`config.mk`:
```
export PLATFORM = sky130hd
export DESIGN_NAME = hamming_tx_ctrl
export DESIGN_NICKNAME = d
export VERILOG_FILES = /design/src/rtl/hamming_tx_ctrl.sv
export SDC_FILE = /design/constraint.sdc
export NUM_CORES = 1
export LEC_CHECK = 0
export CAP_MARGIN = 20
export CORE_MARGIN = 3
export CORE_UTILIZATION = 40
export CTS_BUF_LIST = sky130_fd_sc_hd__clkbuf_16
export DETAILED_ROUTE_END_ITERATION = 8
export DONT_BUFFER_PORTS = 1
export PLACE_DENSITY = 0.61
export SLEW_MARGIN = 20
export SYNTH_ARGS = -nofsm -noshare
export SYNTH_HDL_FRONTEND = slang
export SYNTH_HIERARCHICAL = 1
export SYNTH_SLANG_ARGS = --single-unit
```
`constraint.sdc`:
```
create_clock -name clk -period 4.28 [get_ports clk]
set_input_delay 1.07 -clock clk [delete_from_list [all_inputs] [get_ports clk]]
set_output_delay 1.07 -clock clk [all_outputs]
set_load 0.01 [all_outputs]
```
`src/rtl/hamming_tx_ctrl.sv`:
```
// Hamming(7,4) serial transmitter: start bit, codeword LSB-first, stop bit.
// Define HAMMING_TX_PARITY_EN to append an overall even-parity bit (8,4).
module hamming_emisor (
  input  logic [3:0] d_in,
  output logic [6:0] m_out
);
  assign m_out = {
    d_in[3],
    d_in[2],
    d_in[1],
    d_in[1] ^ d_in[2] ^ d_in[3],
    d_in[0],
    d_in[0] ^ d_in[2] ^ d_in[3],
    d_in[0] ^ d_in[1] ^ d_in[3]
  };
endmodule

module hamming_tx_ctrl #(
  parameter int   CLK_DIV    = 4,
  parameter logic IDLE_LEVEL = 1'b1
) (
  input  logic       clk,
  input  logic       rst_n,
  input  logic [3:0] d_in,
  input  logic       d_valid,
  output logic       d_ready,
  output logic       tx,
  output logic       busy,
  output logic       done,
`ifdef HAMMING_TX_PARITY_EN
  output logic [7:0] cw_dbg
`else
  output logic [6:0] cw_dbg
`endif
);

  localparam int CW_W = $bits(cw_dbg);

  localparam logic [1:0] IDLE  = 2'd0;
  localparam logic [1:0] START = 2'd1;
  localparam logic [1:0] DATA  = 2'd2;
  localparam logic [1:0] STOP  = 2'd3;

  localparam logic [15:0] DIV_LAST = 16'(CLK_DIV - 1);
  localparam logic [2:0]  BIT_LAST = 3'(CW_W - 1);

  logic [6:0]      m_out;
  logic [CW_W-1:0] cw_next;
  logic [CW_W-1:0] shreg;
  logic [1:0]      state;
  logic [15:0]     div_cnt;
  logic [2:0]      bit_idx;
  logic            wrap;

  hamming_emisor u_enc (
    .d_in  (d_in),
    .m_out (m_out)
  );

`ifdef HAMMING_TX_PARITY_EN
  assign cw_next = {^m_out, m_out};
`else
  assign cw_next = m_out;
`endif

  assign wrap = (div_cnt == DIV_LAST);
  assign busy = (state != IDLE);

  always_ff @(posedge clk or negedge rst_n) begin
    if (!rst_n) begin
      state   <= IDLE;
      tx      <= IDLE_LEVEL;
      d_ready <= 1'b1;
      done    <= 1'b0;
      cw_dbg  <= '0;
      shreg   <= '0;
      div_cnt <= '0;
      bit_idx <= '0;
    end else begin
      done <= 1'b0;
      unique case (state)
        IDLE: begin
          if (d_valid && d_ready) begin
            shreg   <= cw_next;
            cw_dbg  <= cw_next;
            tx      <= ~IDLE_LEVEL;
            d_ready <= 1'b0;
            div_cnt <= '0;
            state   <= START;
          end
        end
        START: begin
          if (wrap) begin
            div_cnt <= '0;
            bit_idx <= '0;
            tx      <= shreg[0];
            state   <= DATA;
          end else begin
            div_cnt <= div_cnt + 16'd1;
          end
        end
        DATA: begin
          if (wrap) begin
            div_cnt <= '0;
            if (bit_idx == BIT_LAST) begin
              tx    <= IDLE_LEVEL;
              state <= STOP;
              // single-cycle bits: the first stop cycle is also the last
              done  <= (DIV_LAST == 16'd0);
            end else begin
              bit_idx <= bit_idx + 3'd1;
              shreg   <= shreg >> 1;
              tx      <= shreg[1];
            end
          end else begin
            div_cnt <= div_cnt + 16'd1;
          end
        end
        STOP: begin
          if (wrap) begin
            div_cnt <= '0;
            d_ready <= 1'b1;
            state   <= IDLE;
          end else begin
            div_cnt <= div_cnt + 16'd1;
            done    <= (div_cnt + 16'd1 == DIV_LAST);
          end
        end
        default: state <= IDLE;
      endcase
    end
  end

endmodule
```
==> results.toml, run 1 <==
[sta]
tightest_slew_ns = 0.722
period_share_pct = 66.1
setup_tns_ns = 0
skew_ns = 0.00402
setup_viol = 0
slew_headroom_pct = 51.6
slew_violations = 0
rsz0062_at_grt = "false"
postLayoutSetupSlackWorst_ns = 1.45
fmax_mhz = 353
timing.hold.ws_ns = 0.479
finalCriticalPeriod_ns = 2.83
hold_viol = 0

[synth]
syn_area_per_cell_um2 = 9.54
yosysSeqAreaShare_pct = 40.0
synth.distinct_cells = 49
synth_common_cells = "36 x dfrtp_1, 34 x nand2_1, 23 x o21ai_0"
synthXorXnorAreaFrac_pct = 5.19
synth_compound_area_share_pct = 15.2
synth_flop_cell = "dfrtp_1"
ys_top_cells_by_area = "dfrtp_1 38%, mux2_2 9.0%, nand2_1 5.4%, ha_1 5.2%, o21ai_0 4.8%"
muxShareOfSynthArea_pct = 9.81
synth_edf_count = 0
ys_async_sr_fraction_pct = 100
synthAdderAreaFrac_pct = 5.25
synth_most_common_cell = "dfrtp_1"
netlist_area_um2 = 2380
yosys_register_bits = 38
yosys_warnings = 6
synth_top_family_by_area = "simple AND/OR/NAND/NOR gates"
yosys.area_share.simple_pct = 17.5
netlist_instances = 250
synth_top_area_cell = "dfrtp_1"
synth.net_count = 267
synth_top_area_share_pct = 37.8

[routing]
wire_per_inst_um = 15.4
remaining_drc_errors = 0
drt_first_pass_iters = 5
viasPerCell = 5.68
ant_nets = 0
vias = 1772
drt_wl_total_um = 4820
drt-initial-drc-count = 138

[pwr]
p_sw_uw = 621
switching_share_pct = 36.0
p_leak_uw = 0.00105
p_comb_share_pct = 36.9
seqPwrFrac_pct = 34.9
powerDensity_nw_per_um2 = 675
intPower_uw = 1100
power_frac_clock_pct = 28.2
irDropWorstVdd_uv = 337

[floorplanning]
pin_count = 18
std_cell_rows = 27
chipWidth_um = 83.2
fp.dieH_um = 83.2
die_area_um2 = 6920
core_region_area_um2 = 5640
initial_core_util_pct = 42.3

[placed_design]
place_area_um2 = 2360
gp_congestion = 0.836
place_ws_ns = 1.53
io_buffer_count = 0
dp_hpwl_um = 3310

[cells_and_area]
area_growth_pct = 7.19
diodes = 0
num-nets-final = 256
drive_gt1_share_pct = 14.2
final_area_um2 = 2560
fill_cells = 530

[flow_run]
drv_cap = 0

[clock_tree]
cts_resized = 0
postCtsSetupBuffers = 0
cts.sinks = 38
clk-insertion-delay-late_ns = 0.28
cts_buffers = 5
clock_path_buffers = 2
cts-root-buf = "clkbuf_16"
postCtsHoldBufs = 0
clk_pin_slew_ns = 0.06
h-tree-depth = 2
cts_tree = "done"

[worst_setup_path]
arrival_ns = 3.00
critPathMaxFanout = 18
crit_type = "reg -> reg"
cp_data_required_time_ns = 4.45
start_kind = "flop"
cp-end-kind = "flop"

[min_path]
hold_class = "in -> async"

[grt]
gr-usage-all-layers_pct = 14.9
busiest_layer = "met2"
grt_pass1_wl_um = 8510
grt_max_degree = 39
met1_usage_pct = 20.5
use_met2_pct = 23.0
groute.layer.met3.usage_pct = 4.46
grt_antenna_before_repair = 0
grt_overflow = 0
grt_pass1_vias = 1747

[outcome]
status = "finished, final reports clean"
-- through the flow --
stage                     cells  utilization [%]  total power, uW
after floorplan             250                -             1130
after global placement      304             41.9             1230
after detailed placement    304             41.9             1250
after CTS                   312             45.3             1740
after global routing        312             45.3             1860
final                       312             45.3             1730
-- routing by layer --
metal	share of wire (%)	vias up
li1	-	878
met1	50	855
met2	46	37
met3	3.8	2
met4	0.52	0
met5	0	-
-- critical path: stages, from the launching register on --
cell	delay (ns)
dfrtp_1	0.47
ha_1	0.35
nor3b_1	0.23
and4_1	0.66
nand2_1	0.22
a21oi_2	0.40
mux2_2	0.38
-- registers in the layout (all words and copies together) (netlist names) --
| signal | flops |
|---|---|
| shreg | 7 |
| d_ready | 1 |
| bit_idx | 3 |
| tx | 1 |
| done | 1 |
| div_cnt | 16 |
| cw_dbg | 7 |
| state | 2 |
-- worst paths after layout --
path	from	to	slack, ns	cells after the start
setup / recovery	div_cnt[0]	shreg[1]	1.45	6
hold / removal	rst_n	div_cnt[3]	0.48	0
setup reg to reg	div_cnt[0]	shreg[1]	1.45	6
min in group clk	shreg[5]	shreg[5]	0.51	1
hold reg to reg	shreg[5]	shreg[5]	0.51	1
max in group asynchronous	rst_n	tx	3.62	0
-- power by group through the flow --
stage               Clock (uW)  Sequential [uW]  Combinational, uW
floorplan                    0              570                558
global placement             0              605                628
finish                     487              603                637
CTS                        498              604                642
global route               518              623                721
detailed placement           0              609                639
-- area by class of cell --
| class | count | area (um2) | area share (%) |
|---|---|---|---|
| well taps | 72 | 90.1 | 3.52 |
| repair buffers | 1 | 7.51 | 0.294 |
| inverters | 13 | 48.8 | 1.91 |
| multi-input cells | 180 | 1260 | 49.4 |
| clock inverters | 3 | 68.8 | 2.69 |
| clock buffers | 5 | 125 | 4.89 |
| flip-flops and latches | 38 | 953 | 37.3 |
-- cells by family (layout without fill, tap and decap cells) --
logic type / count (synthesis) / in the layout
DFF: 38 / 38
muxes: 21 / 21
adders and majority gates: 10 / 10
and+or+nand+nor: 83 / 83
xor gates and xnor gates: 9 / 9
AOI/OAI and AO/OA: 57 / 57
buffers and inverters: 32 / 22
-- placed cells by master (no fill, tap or decap), types with 3 or more instances in the layout --
cell type	Yosys	routed
dfrtp_1	36	36
nand2_1	34	34
o21ai_0	23	23
mux2_2	19	19
inv_1	13	13
nand3_1	10	10
o31ai_1	10	10
ha_1	10	10
nor2_1	9	9
a21oi_1	7	7
nor4_1	6	6
nand4_1	5	5
clkbuf_16	0	5
and4_1	4	4
nor3_1	4	4
xor2_1	3	3
xnor2_1	3	3
or3_1	3	3
xor3_1	3	3
Note: power is estimated with default switching activity, not from simulation.
==> run 2, diff against run 1 <==
clock period = 2.8 ns   (was 4.28 ns; I/O delays follow)
==> results.toml, run 2 (synthesis results as in run 1) <==
[outcome]
status = "finished, final reports clean"

[placed_design]
gp_congestion = 0.922
io_buffer_count = 0
place_inst = 308
dp_hpwl_um = 3480
place_area_um2 = 2390

[worst_setup_path]
r2r_cells = 6
r2r_slack_ns = 0.35
start_kind = "flop"
crit_path_end = "shreg[4]"
arrival_ns = 2.62
critPathMaxFanout = 12
r2r-start = "div_cnt[0]"
path_cells = "ha_1, nor3b_1, and4_2, nand2_1, a21oi_2, mux2_2"
r2r-end = "shreg[4]"
cp_data_required_time_ns = 2.97
critPathSlowestCell = "dfrtp_1"
crit_type = "reg -> reg"
cp-end-kind = "flop"
cp_slowest_stage_delay_ns = 0.46
cp-startpoint = "div_cnt[0]"

[pwr]
irDropWorstVdd_uv = 572
powerDensity_nw_per_um2 = 1010
p_leak_uw = 0.00106

[routing]
remaining_drc_errors = 0
drt-initial-drc-count = 131
wire_per_inst_um = 15.7
vias = 1733
ant_nets = 0
viasPerCell = 5.48
drt_wl_total_um = 4950
drt_first_pass_iters = 4

[floorplanning]
core_region_area_um2 = 5640
fp.dieH_um = 83.2
pin_count = 18
chipWidth_um = 83.2
std_cell_rows = 27
initial_core_util_pct = 42.3
die_area_um2 = 6920

[sta]
fmax_mhz = 409
finalCriticalPeriod_ns = 2.45
setup_viol = 0
setup_tns_ns = 0
skew_ns = 0.00450
slew_violations = 0
slew_headroom_pct = 57.4
period_share_pct = 87.4
tightest_slew_ns = 0.634
rsz0062_at_grt = "false"
hold_viol = 0

[grt]
grt_max_degree = 39
grt_overflow = 0
grt_antenna_before_repair = 0
busiest_layer = "met2"
grt_pass1_vias = 1722
use_met2_pct = 23.6
gr-usage-all-layers_pct = 15.3
groute.layer.met3.usage_pct = 3.77
met1_usage_pct = 20.5
grt_pass1_wl_um = 8540

[min_path]
hold_class = "in -> async"

[clock_tree]
cts-root-buf = "clkbuf_16"
clock_path_buffers = 2
clk_pin_slew_ns = 0.06
clk-insertion-delay-late_ns = 0.28
cts_tree = "done"
h-tree-depth = 2
cts_buffers = 5
cts.sinks = 38
postCtsHoldBufs = 0

[cells_and_area]
final_cell_count_no_fill = 316
final_area_um2 = 2560
largestRegisters = "div_cnt: 16 flops, cw_dbg: 7 flops, shreg: 7 flops"
diodes = 0
regMostFlops = "div_cnt"
mostFrequentLayoutCell = "dfrtp_1"
area_growth_pct = 7.50
num-nets-final = 260
drive_gt1_share_pct = 16.0
largest_reg_flops = 16
most-common-layout-cells = "36 x dfrtp_1, 34 x nand2_1, 23 x o21ai_0"

[flow_run]
drv_cap = 0
## run 2: power by group
group / switching, uW / internal (uW) / leakage (uW)
clock: 237 / 420 / 0.0000760
sequential: 182 / 735 / 0.000480
combinational: 542 / 469 / 0.000500
total: 960 / 1620 / 0.00106
## run 2: worst min path at each step
stage | slack [ns] | startpoint | cells after the start | end
6_report | 0.11 | rst_n | 0 | div_cnt[0]
3_5_place_dp | 0.41 | rst_n | 0 | div_cnt[13]
5_1_grt | 0.09 | rst_n | 0 | div_cnt[5]
3_3_place_gp | 0.41 | rst_n | 0 | done
2_1_floorplan | 0.40 | rst_n | 0 | bit_idx[0]
4_1_cts | 0.1 | rst_n | 0 | div_cnt[5]
## run 2: per-layer routing
layer,share of wire (%),vias to the layer above
met2,45,38
met4,1.4,0
met3,5.4,6
li1,-,877
met5,0,-
met1,48,812
## run 2: repair_timing
item,4_1_cts,5_1_grt
setup buffers,0,0
gates resized for setup,0,1
setup endpoints to repair,0,1
hold endpoints to repair,0,0
## run 2: worst max-delay path: cells and delay by family, from the launching register on
family | cells | cell delay, ns
and+or+nand+nor | 3 | 0.75
DFF | 1 | 0.46
muxes | 1 | 0.39
AOI/OAI and AO/OA | 1 | 0.38
adders and majority gates | 1 | 0.35
## run 2: stage by stage
step	power (uW)	setup WS [ns]	util (%)	hold WS, ns
finish	2580	0.352	45.4	0.108
floorplan	1720	0.620	-	0.404
global placement	1920	0.371	42.4	0.406
global route	2790	0.126	45.4	0.0948
detailed placement	1940	0.305	42.4	0.406
CTS	2600	0.280	45.4	0.0995
## run 2: layout make-up
class                   count  area (um2)
repair buffers              5        37.5
inverters                  13        48.8
clock buffers               5         125
fillers                   516        3080
clock inverters             3        45.0
multi-input cells         180        1260
well taps                  72        90.1
flip-flops and latches     38         953
==> run 3, diff against run 2 <==
CAP_MARGIN = 30   (was 20)
CTS_CLUSTER_DIAMETER = 100   (was default)
==> results of run 3 <==
Same layout as run 2: the final DEF is identical, and so are final timing and power.
